### config.mk
export PLATFORM = sky130hd
export DESIGN_NAME = prio_arbiter_4_flat
export DESIGN_NICKNAME = d
export VERILOG_FILES = /design/src/rtl/prio_arbiter_4_if.sv /design/src/rtl/prio_arbiter_4.sv /design/src/flat_wrapper.sv
export SDC_FILE = /design/constraint.sdc
export NUM_CORES = 1
export LEC_CHECK = 0
export BUFFER_PORTS_ARGS = -buffer_cell sky130_fd_sc_hd__clkbuf_2
export CAP_MARGIN = 15
export CELL_PAD_IN_SITES_DETAIL_PLACEMENT = 1
export CELL_PAD_IN_SITES_GLOBAL_PLACEMENT = 2
export CORE_UTILIZATION = 29
export CTS_CLUSTER_SIZE = 40
export DETAILED_ROUTE_END_ITERATION = 16
export PLACE_DENSITY = 0.82
export SLEW_MARGIN = 10
export SYNTH_ARGS = -nofsm -noshare
export SYNTH_HDL_FRONTEND = slang
export SYNTH_SLANG_ARGS = --single-unit
### constraint.sdc
create_clock -name i_clk -period 1.6 [get_ports i_clk]
set_clock_uncertainty 0.05 [all_clocks]
set_input_delay 0.08 -clock i_clk [delete_from_list [all_inputs] [get_ports i_clk]]
set_output_delay 0.08 -clock i_clk [all_outputs]
set_load 0.01 [all_outputs]
### src/rtl/prio_arbiter_4_if.sv
// Request/grant bundle between the requesting units and the fixed-priority
// arbiter that owns the shared datapath resource.
interface prio_arbiter_4_if;
   logic [3:0] i_req;      // level request per requester, held until done
   logic [3:0] o_grant;    // one-hot grant, all-zero when nobody holds the resource
   logic [2:0] o_gcode;    // encoded holder: 3'b100 req3 .. 3'b001 req0, 3'b000 none
   logic       o_busy;     // resource owned or in its release gap
   logic       o_timeout;  // one-cycle pulse after a forced release

   // Requesting side drives requests and observes the grant
   modport master (
      output i_req,
      input  o_grant,
      input  o_gcode,
      input  o_busy,
      input  o_timeout
   );

   // Arbiter side
   modport slave (
      input  i_req,
      output o_grant,
      output o_gcode,
      output o_busy,
      output o_timeout
   );
endinterface

### src/rtl/prio_arbiter_4.sv
// Four-requester fixed-priority arbiter with grant lock, a one-cycle release
// gap and an optional hold-time limit. A requester that is force-released is
// masked until it drops its request for at least one cycle, so a competitor
// gets the resource instead of the same unit re-winning immediately.
module prio_arbiter_4 #(
   parameter int MAX_HOLD = 8,   // max consecutive grant cycles, 0 = unlimited
   parameter int CNT_W    = 4    // hold counter width, 2**CNT_W > MAX_HOLD
) (
   input  logic             i_clk,
   input  logic             i_rst_n,
   prio_arbiter_4_if.slave  bus
);

   typedef enum logic [1:0] {
      IDLE    = 2'd0,
      GRANT   = 2'd1,
      RELEASE = 2'd2
   } state_t;

   // Counter value seen during the last permitted grant cycle
   localparam logic [CNT_W-1:0] HOLD_LAST = CNT_W'((MAX_HOLD > 0) ? (MAX_HOLD - 1) : 0);
   localparam logic [CNT_W-1:0] CNT_MAX   = {CNT_W{1'b1}};

   state_t           state_q,   state_nxt;
   logic [3:0]       grant_q,   grant_nxt;
   logic [2:0]       gcode_q,   gcode_nxt;
   logic [1:0]       holder_q,  holder_nxt;
   logic [CNT_W-1:0] cnt_q,     cnt_nxt;
   logic [3:0]       mask_q,    mask_nxt;
   logic             timeout_q, timeout_nxt;

   logic [3:0]       elig;
   logic [1:0]       win_idx;
   logic             holder_req;
   logic             hold_expired;

   // Index of the highest set request bit; requester 3 has top priority
   function automatic logic [1:0] prio_index(input logic [3:0] r);
      logic [1:0] idx;
      idx = 2'd0;
      for (int n = 0; n < 4; n++) begin
         if (r[n]) idx = 2'(n);
      end
      return idx;
   endfunction

   // Team 4-to-2 grant code: index + 1, leaving 3'b000 for "no holder"
   function automatic logic [2:0] grant_code(input logic [1:0] idx);
      return {1'b0, idx} + 3'd1;
   endfunction

   // One-hot select line for the resource
   function automatic logic [3:0] onehot(input logic [1:0] idx);
      return 4'b0001 << idx;
   endfunction

   // Hold counter increments but sticks at all-ones instead of wrapping
   function automatic logic [CNT_W-1:0] sat_inc(input logic [CNT_W-1:0] c);
      return (c == CNT_MAX) ? c : c + 1'b1;
   endfunction

   assign elig         = bus.i_req & ~mask_q;
   assign win_idx      = prio_index(elig);
   assign holder_req   = bus.i_req[holder_q];
   assign hold_expired = (MAX_HOLD != 0) && (cnt_q == HOLD_LAST);

   // State register plus the registered grant, code, counter, mask and pulse
   always_ff @(posedge i_clk) begin
      if (!i_rst_n) begin
         state_q   <= IDLE;
         grant_q   <= 4'b0000;
         gcode_q   <= 3'b000;
         holder_q  <= 2'd0;
         cnt_q     <= '0;
         mask_q    <= 4'b0000;
         timeout_q <= 1'b0;
      end else begin
         state_q   <= state_nxt;
         grant_q   <= grant_nxt;
         gcode_q   <= gcode_nxt;
         holder_q  <= holder_nxt;
         cnt_q     <= cnt_nxt;
         mask_q    <= mask_nxt;
         timeout_q <= timeout_nxt;
      end
   end

   // Next-state logic: arbitrate in IDLE, lock in GRANT, one gap cycle in RELEASE
   always_comb begin
      state_nxt   = state_q;
      grant_nxt   = grant_q;
      gcode_nxt   = gcode_q;
      holder_nxt  = holder_q;
      cnt_nxt     = cnt_q;
      timeout_nxt = 1'b0;
      // A requester that drops its request earns back eligibility
      mask_nxt    = mask_q & bus.i_req;

      case (state_q)
         IDLE: begin
            grant_nxt = 4'b0000;
            gcode_nxt = 3'b000;
            if (elig != 4'b0000) begin
               holder_nxt = win_idx;
               grant_nxt  = onehot(win_idx);
               gcode_nxt  = grant_code(win_idx);
               cnt_nxt    = '0;
               state_nxt  = GRANT;
            end
         end

         GRANT: begin
            // No preemption: only the holder's own request or the hold
            // limit can end the grant
            if (!holder_req) begin
               grant_nxt = 4'b0000;
               gcode_nxt = 3'b000;
               state_nxt = RELEASE;
            end else if (hold_expired) begin
               grant_nxt            = 4'b0000;
               gcode_nxt            = 3'b000;
               mask_nxt[holder_q]   = 1'b1;
               timeout_nxt          = 1'b1;
               state_nxt            = RELEASE;
            end else begin
               cnt_nxt = sat_inc(cnt_q);
            end
         end

         RELEASE: begin
            grant_nxt = 4'b0000;
            gcode_nxt = 3'b000;
            state_nxt = IDLE;
         end

         default: begin
            grant_nxt = 4'b0000;
            gcode_nxt = 3'b000;
            state_nxt = IDLE;
         end
      endcase
   end

   // Outputs: registered grant/code/pulse, busy decoded from the state
   always_comb begin
      bus.o_grant   = grant_q;
      bus.o_gcode   = gcode_q;
      bus.o_timeout = timeout_q;
      bus.o_busy    = (state_q == GRANT) || (state_q == RELEASE);
   end

endmodule

### src/flat_wrapper.sv
// flat-port wrapper written by rule: the top's interface ports become plain ports
module prio_arbiter_4_flat 
#(
   parameter int MAX_HOLD = 8,                                                 
   parameter int CNT_W    = 4                                              
)
  (i_clk, i_rst_n, bus_i_req, bus_o_grant, bus_o_gcode, bus_o_busy, bus_o_timeout);
  prio_arbiter_4_if bus_i ();
  input  logic i_clk;
  input  logic i_rst_n;
  input wire logic [$bits(bus_i.i_req)-1:0] bus_i_req;
  output wire logic [$bits(bus_i.o_grant)-1:0] bus_o_grant;
  output wire logic [$bits(bus_i.o_gcode)-1:0] bus_o_gcode;
  output wire logic [$bits(bus_i.o_busy)-1:0] bus_o_busy;
  output wire logic [$bits(bus_i.o_timeout)-1:0] bus_o_timeout;
  assign bus_i.i_req = bus_i_req;
  assign bus_o_grant = bus_i.o_grant;
  assign bus_o_gcode = bus_i.o_gcode;
  assign bus_o_busy = bus_i.o_busy;
  assign bus_o_timeout = bus_i.o_timeout;
  prio_arbiter_4 #(.MAX_HOLD(MAX_HOLD), .CNT_W(CNT_W)) u_core (.i_clk(i_clk), .i_rst_n(i_rst_n), .bus(bus_i));
endmodule
; Word level (Yosys, flattened, before mapping)
; Cells that the tools add are included.
; Widths: inputs -> output; s select.
[op_classes]
addsub = 2
order_cmp = 2
n_eq_ne = 9
shifts = 1
muxes = 28
bitwise = 4
reduce_logical = 9
[ops]
columns = operator, count
row1 = $mux 4, 10
row2 = $pmux 4 s2, 2
row3 = $mux 2, 5
row4 = $mux 3, 3
row5 = $and 4x4->4, 2
row6 = $pmux 3 s2, 1
row7 = $reduce_and 5->1, 1
row8 = $add 4x1->4 const B, 1
row9 = $eq 4x3->1 const B, 1
row10 = $eq 4x4->1 const B, 1
row11 = $mux 1, 4
row12 = $ne 2x1->1 const B, 2
row13 = $ne 2x2->1 const B, 2
row14 = $not 4->4, 1
row15 = $or 4x4->4, 1
row16 = $pmux 2 s2, 1
row17 = $reduce_and 2->1, 2
row18 = $reduce_bool 4->1, 1
row19 = $shl 1x2->4 const A, 1
row20 = $add 2x1->3 const B, 1
row21 = $lt 2x3->1 const B, 1
row22 = $ne 3x3->1 const B, 1
row23 = $reduce_and 3->1, 1
row24 = $bmux 1 s2, 1
row25 = other kinds (8), 8
[word_totals]
register_bits = 20
inputBits = 6
output_inout_bits = 9
elab_cells = 62

; Logic depth before layout (Yosys ltp)
; Gate-level depths: netlist (run 1).
[depth]
depth_word = 8
ltp_mapped = 7
depth_no_buf = 7

; Worst setup path before layout (run 1)
; Ideal clock, no wire load.
[synth_path]
kind = register -> register
from = register u_core.holder_q[0]
to = register u_core.grant_q[2], in the netlist u_core.bus.o_grant[2]
setup_ps = 70
arrival_time_ps = 1586
required_time_ps = 1480
slack_ps = -106
stages_incl_launch_ff = 6
path_cell_list = dfxtp_1 mux4_2 nand2_2 nor2_2 or4_1 a21oi_1
[synth_between]
elab_chain_len = 4
elab_cells_between_ends = 5
[synth_lines]
columns = element, line_no
row1 = "start, declared", prio_arbiter_4.sv:27  ; logic [1:0] holder_q, holder_nxt;
row2 = "start signal, assigned", prio_arbiter_4.sv:81  ; holder_q <= holder_nxt;
row3 = $bmux 1 s2 (*), prio_arbiter_4.sv:64  ; assign holder_req = bus.i_req[holder_q];
row4 = $mux 1 (implied by the code) (*), prio_arbiter_4.sv:64
row5 = $mux 4, prio_arbiter_4.sv:115  ; if (!holder_req) begin
row6 = $pmux 4 s2, prio_arbiter_4.sv:99  ; case (state_q)
row7 = "end signal, assigned", prio_arbiter_4.sv:79  ; grant_q <= grant_nxt;
row8 = "end, declared", prio_arbiter_4.sv:25  ; logic [3:0] grant_q, grant_nxt;
; Mark *: on every way between the ends. The rest lies on a longest branch, timed or not. The select of a mux whose other input is x is not followed.
; A chain may end at the register's enable or synchronous reset.

; Worst setup path after layout (run 1)
; Same ends and word-level chain as after synthesis.

==> results of run 1 <==
==> flip-flops by register name, indices dropped and copies added, names as in the netlist <==
signal / count
u_core.holder_q: 2
u_core.mask_q: 4
u_core.bus.o_grant: 3
u_core.bus.o_timeout: 1
u_core.cnt_q: 4
u_core.bus.o_gcode: 3
u_core.state_q: 2
==> timing repair <==
| item | CTS | global route |
|---|---|---|
| endpoints found under the hold margin | 1 | 1 |
| gates resized for setup | 19 | 18 |
| setup buffers | 1 | 2 |
| endpoints found under the setup margin | 9 | 16 |
| hold buffers | 1 | 1 |
| pin swaps | 3 | 7 |
==> report_power, final <==
group / internal [mW] / leakage [nW] / switching, mW
clock: 0.0971 / 0.0150 / 0.159
combinational: 0.369 / 0.400 / 0.382
sequential: 0.533 / 0.157 / 0.0501
==> cells by family after synthesis <==
logic type                 Yosys count  synth area share
muxes                                6            0.0782
AOI/OAI and AO/OA                   23             0.160
adders and majority gates            5            0.0652
buffers and inverters               11            0.0548
and+or+nand+nor                     44             0.245
DFF                                 19             0.396
==> final cells by class <==
class	count	area, µm²	area share
clock buffers	4	26.3	0.0190
inverters	7	26.3	0.0190
flip-flops and latches	19	389	0.281
multi-input cells	78	681	0.492
well taps	44	55.1	0.0398
repair buffers	31	206	0.149
==> Yosys cell counts, drive strengths merged, types with 2 or more instances <==
master	n	share of area
nor2b	3	0.020
nand3	9	0.047
a32o	2	0.021
and2	3	0.020
ha	5	0.065
a21oi	10	0.052
mux2i	3	0.031
dfxtp	19	0.40
buf	2	0.020
inv	7	0.027
nor2	10	0.042
nor4	2	0.026
nand2	10	0.042
o21ai	5	0.026
and2b	2	0.016
clkbuf	2	0.0078
mux2	2	0.023
==> metrics by stage <==
| stage | area, µm² | TNS (ps) | utilization | hold slack (ps) |
|---|---|---|---|---|
| global placement | 1170 | -59.6 | 0.376 | 292 |
| CTS | 1270 | -175 | 0.411 | 8.01 |
| detailed placement | 1170 | -431 | 0.376 | 310 |
| floorplan | 977 | -32.4 | - | 160 |
| finish | 1380 | -117 | 0.446 | 30.1 |
| global route | 1380 | -465 | 0.446 | 22.2 |
==> cell usage in the layout, fill, tap and decap left out, types with 2 or more instances in the layout <==
cell	netlist	final
nor2_1	9	7
o21ai_0	5	5
mux2_4	0	2
clkbuf_4	0	3
inv_1	7	5
and2_1	3	2
dfxtp_1	19	14
nand2_4	0	2
dfxtp_2	0	4
mux2i_1	3	3
nor2_4	0	2
dlygate4sd3_1	0	2
inv_2	0	2
ha_4	0	3
a21oi_1	10	10
a32o_1	2	2
nand3_1	9	9
ha_1	5	2
buf_4	1	14
nor2b_2	0	2
nor4_4	0	2
nand2_1	9	8
clkbuf_2	0	14
==> worst max-delay path, cell delays in order, from the launching register on <==
cell and delay [ps]:
dfxtp_2 360, mux4_2 530, nand2_4 110, nor2_4 40, or4_1 390, a21oi_1 120
==> routing by layer <==
layer | track usage | up-vias | share of wire
met5 | 0 | - | 0
li1 | - | 447 | -
met2 | 0.313 | 15 | 0.55
met4 | 0.0365 | 0 | 0.012
met3 | 0.0306 | 4 | 0.025
met1 | 0.195 | 453 | 0.41
==> final timing paths <==
path | start | endpoint | slack, ps | cells past startpoint
min reg2reg | u_core.bus.o_grant[0]$_SDFFE_PN0P_ | u_core.bus.o_grant[0]$_SDFFE_PN0P_ | 410 | 2
max | u_core.holder_q[0]$_SDFFE_PN0P_ | u_core.bus.o_grant[2]$_SDFFE_PN0P_ | -40 | 5
min | bus_i_req[0] | u_core.mask_q[0]$_SDFF_PN0_ | 30 | 2
max reg2reg | u_core.holder_q[0]$_SDFFE_PN0P_ | u_core.bus.o_grant[2]$_SDFFE_PN0P_ | -40 | 5
==> results.json, run 1 <==
{
  "finalSetupViolCount": 4,
  "required_ps": 1800,
  "viasPerCell": 5.02,
  "stdcell_count": 183,
  "criticalPathCategory": "register to register",
  "post-dp-hpwl_um": 1960,
  "maxSlewViolCount": 0,
  "clock_path_buffers": 2,
  "grt_pass1_wl_um": 4400,
  "place.gp.congestion": 0.788,
  "maxCapViolCount": 0,
  "antenna_cells": 0,
  "clk_root_buffer_cell": "clkbuf_4",
  "rows": 20,
  "fp.dieH_um": 59.5,
  "area_delta_synth_final_pct": 44.2,
  "final_net_count": 151,
  "power_mw": 1.59,
  "cts.htree.levels": 1,
  "maxSlewHeadroom": 0.790,
  "rsz0062_at_grt": "yes",
  "syn_nets": 119,
  "synth_edf_count": 0,
  "cp_max_fo": 3,
  "final_antenna_net_count": 0,
  "grt_max_degree": 13,
  "cts.sink_count": 19,
  "dr_total_vias": 919,
  "synthesis.area_um2": 960,
  "numCtsBuffers": 3,
  "fp.dieArea_um2": 3540,
  "syn_area_per_cell_um2": 8.89,
  "finalCriticalPeriod_ps": 1640,
  "ioPinCount": 15,
  "setup_ws_ps": -41.0,
  "start_util": 0.309,
  "worst_setup_path_end_kind": "register",
  "p_leak_nw": 0.572,
  "hold_viol": 0,
  "cp.arrival_ps": 1840,
  "grt_pass1_vias": 959,
  "p_per_area_nw_per_um2": 1150,
  "portBuffers": 14,
  "fp.dieW_um": 59.5,
  "synth_async_sr_flop_share": 0,
  "wl_um": 2730,
  "ys_seq_area_frac": 0.396,
  "cts_tree": "built",
  "wl_per_cell_um": 14.9,
  "fin_crit_sh": 1.03,
  "overflow": 0,
  "drive_gt1_frac": 0.453,
  "clk_pin_slew_ps": 120,
  "status": "finished with violations",
  "synthCells": 108,
  "core-area_um2": 3100,
  "drtIter0Drc": 19,
  "antenna_found_initial": 0,
  "violations": "negative setup slack",
  "synth_top_flop_cell": "dfxtp_1",
  "netlist-cell-type-count": 33,
  "grt.total_usage": 0.167,
  "min_path_type": "input port to register",
  "nFillCells": 383,
  "dp_slack_ps": -95.1,
  "ys_seq_elements": 19,
  "route.detailed.drc": 0,
  "dp_cells": 174,
  "max_freq_ghz": 0.609,
  "yosysWarningCount": 0,
  "drtPass1Iterations": 2,
  "max-vdd-ir-drop_mv": 0.473,
  "worst_slew_pin_slew_ps": 313,
  "clk_latency_ps": 310,
  "cp-start-kind": "register"
}
Note: power is estimated with default switching activity, not from simulation.
==> inputs of run 2 (changes only) <==
CTS_CLUSTER_DIAMETER = 60   (was not set)
SETUP_SLACK_MARGIN = 0.2   (was not set)
==> run 2 against run 1 <==
  * The run still ends with negative setup slack left
  * Final cell count is 2.2% higher
  * Global-route usage is 0.90 points higher
  * Fmax down 2.5%
  * Critical path type unchanged
  * Critical endpoint unchanged
  * Largest cell class unchanged
  * Largest power group unchanged
  * Highest routed layer unchanged
==> results.json, run 2 (same netlist as run 1, synthesis figures left out) <==
{
  "cp_max_fo": 3,
  "grt_max_degree": 13,
  "route.detailed.drc": 0,
  "place.gp.congestion": 0.788,
  "violations": "negative setup slack",
  "fp.dieArea_um2": 3540,
  "top_regs": "u_core.cnt_q (4), u_core.mask_q (4)",
  "area_delta_synth_final_pct": 48.0,
  "final_common_cell": "buf_4",
  "fin_setup_tns_ps": -267,
  "maxSlewViolCount": 0,
  "stdcell_count": 187,
  "clk_pin_slew_ps": 110,
  "drtIter0Drc": 28,
  "criticalPathCategory": "register to register",
  "p_per_area_nw_per_um2": 1130,
  "fin_crit_sh": 1.05,
  "ioPinCount": 15,
  "cp-start-kind": "register",
  "wl_per_cell_um": 14.4,
  "cts.htree.levels": 1,
  "status": "finished with violations",
  "required_ps": 1800,
  "grt_pass1_wl_um": 4610,
  "clock_path_buffers": 2,
  "post-dp-hpwl_um": 1970,
  "cp.arrival_ps": 1880,
  "max-vdd-ir-drop_mv": 0.677,
  "final_net_count": 155,
  "drtPass1Iterations": 4,
  "wl_um": 2700,
  "drive_gt1_frac": 0.517,
  "rsz0062_at_grt": "yes",
  "cts_tree": "built",
  "finalSetupViolCount": 5,
  "portBuffers": 14,
  "p_leak_nw": 0.587,
  "numCtsBuffers": 3,
  "rows": 20,
  "dp_cells": 170,
  "setup_ws_ps": -82.2,
  "dr_total_vias": 922,
  "r2r_slack_ps": -80,
  "clk_latency_ps": 300,
  "viasPerCell": 4.93,
  "dpl_cell_area_um2": 1180,
  "clk_root_buffer_cell": "clkbuf_4",
  "grt_pass1_vias": 987,
  "cpPeakStageDelay_ps": 530,
  "antenna_cells": 0,
  "core-area_um2": 3100,
  "min_path_type": "input port to register",
  "worst_setup_path_end_kind": "register",
  "worstPathCellList": "mux4_2 -> nand2_4 -> nor2_4 -> or4_4 -> a21oi_2",
  "grt.total_usage": 0.176,
  "start_util": 0.309,
  "cts.sink_count": 19,
  "overflow": 0,
  "antenna_found_initial": 0,
  "layout_common_cells": "buf_4 (17), clkbuf_2 (14), dfxtp_1 (13)",
  "worst_slew_pin_slew_ps": 364,
  "fp.dieW_um": 59.5,
  "finalCriticalPeriod_ps": 1680,
  "max_freq_ghz": 0.594,
  "critPathSlowestCell": "mux4_2",
  "hold_viol": 0,
  "maxSlewHeadroom": 0.757,
  "final_antenna_net_count": 0,
  "finalInstanceArea_um2": 1420,
  "fp.dieH_um": 59.5,
  "maxCapViolCount": 0
}
-- run 2: cell types whose count changed in the layout (fill, tap and decap cells not counted), moves of 2 or more --
cell,previous run,this run
a21oi_2,0,2
buf_4,14,17
o21ai_1,0,2
dfxtp_2,4,6
mux2_4,2,0
nand2_2,0,2
o21ai_0,5,2
nand2_1,8,6
a21oi_1,10,8
-- run 2: worst paths after layout --
path / startpoint / endpoint / depth (start not counted)
setup / recovery: u_core.holder_q[0]$_SDFFE_PN0P_ / u_core.bus.o_grant[2]$_SDFFE_PN0P_ / 5
hold / removal: bus_i_req[0] / u_core.mask_q[0]$_SDFF_PN0_ / 2
setup reg to reg: u_core.holder_q[0]$_SDFFE_PN0P_ / u_core.bus.o_grant[2]$_SDFFE_PN0P_ / 5
hold reg to reg: u_core.bus.o_gcode[1]$_SDFFE_PN0P_ / u_core.bus.o_gcode[1]$_SDFFE_PN0P_ / 2
-- run 2: critical path, delay by kind of cell (launching register included) --
family             cells  cell delay [ps]
muxes                  1              530
DFF                    1              360
AOI/OAI and AO/OA      1              130
and+or+nand+nor        3              560
-- run 2: per-layer routing --
metal | part of all wire | global-route usage | vias up | wire (µm)
met1 | 0.42 | 0.201 | 461 | 1140
met2 | 0.55 | 0.326 | 12 | 1480
met3 | 0.027 | 0.0459 | 2 | 72
met4 | 0.0052 | 0.0365 | 0 | 14
met5 | 0 | 0 | - | 0
li1 | - | - | 447 | -
-- run 2: final cells by class --
cell class	instances	area (µm²)
Clock buffer	4	26.3
Fill cell	380	1680
Inverter	7	26.3
Multi-Input combinational cell	78	681
Sequential cell	19	388
Tap cell	44	55.1
Timing Repair Buffer	35	244
-- run 2: through the flow --
step	total power, mW	hold WS (ps)	setup WS (ps)	util
final	1.60	29.4	-82.2	0.458
after global routing	1.71	26.6	-157	0.458
after CTS	1.57	27.3	-78.6	0.438
after detailed placement	1.18	316	-57.2	0.381
after global placement	1.15	293	3.77	0.381
after floorplan	0.989	160	-32.0	-
-- run 2: repair_timing --
item	CTS	global route
hold buffers	2	0
pin swaps	9	10
setup endpoints to repair	17	17
buffers inserted	7	4
gates resized for setup	24	8
hold endpoints to repair	2	0
cloned	0	0
-- run 2: power by group --
| group | internal (mW) | total (mW) | switching (mW) |
|---|---|---|---|
| combinational | 0.385 | 0.776 | 0.390 |
| clock | 0.0972 | 0.252 | 0.154 |
| sequential | 0.531 | 0.576 | 0.0448 |
| total | 1.01 | 1.60 | 0.590 |
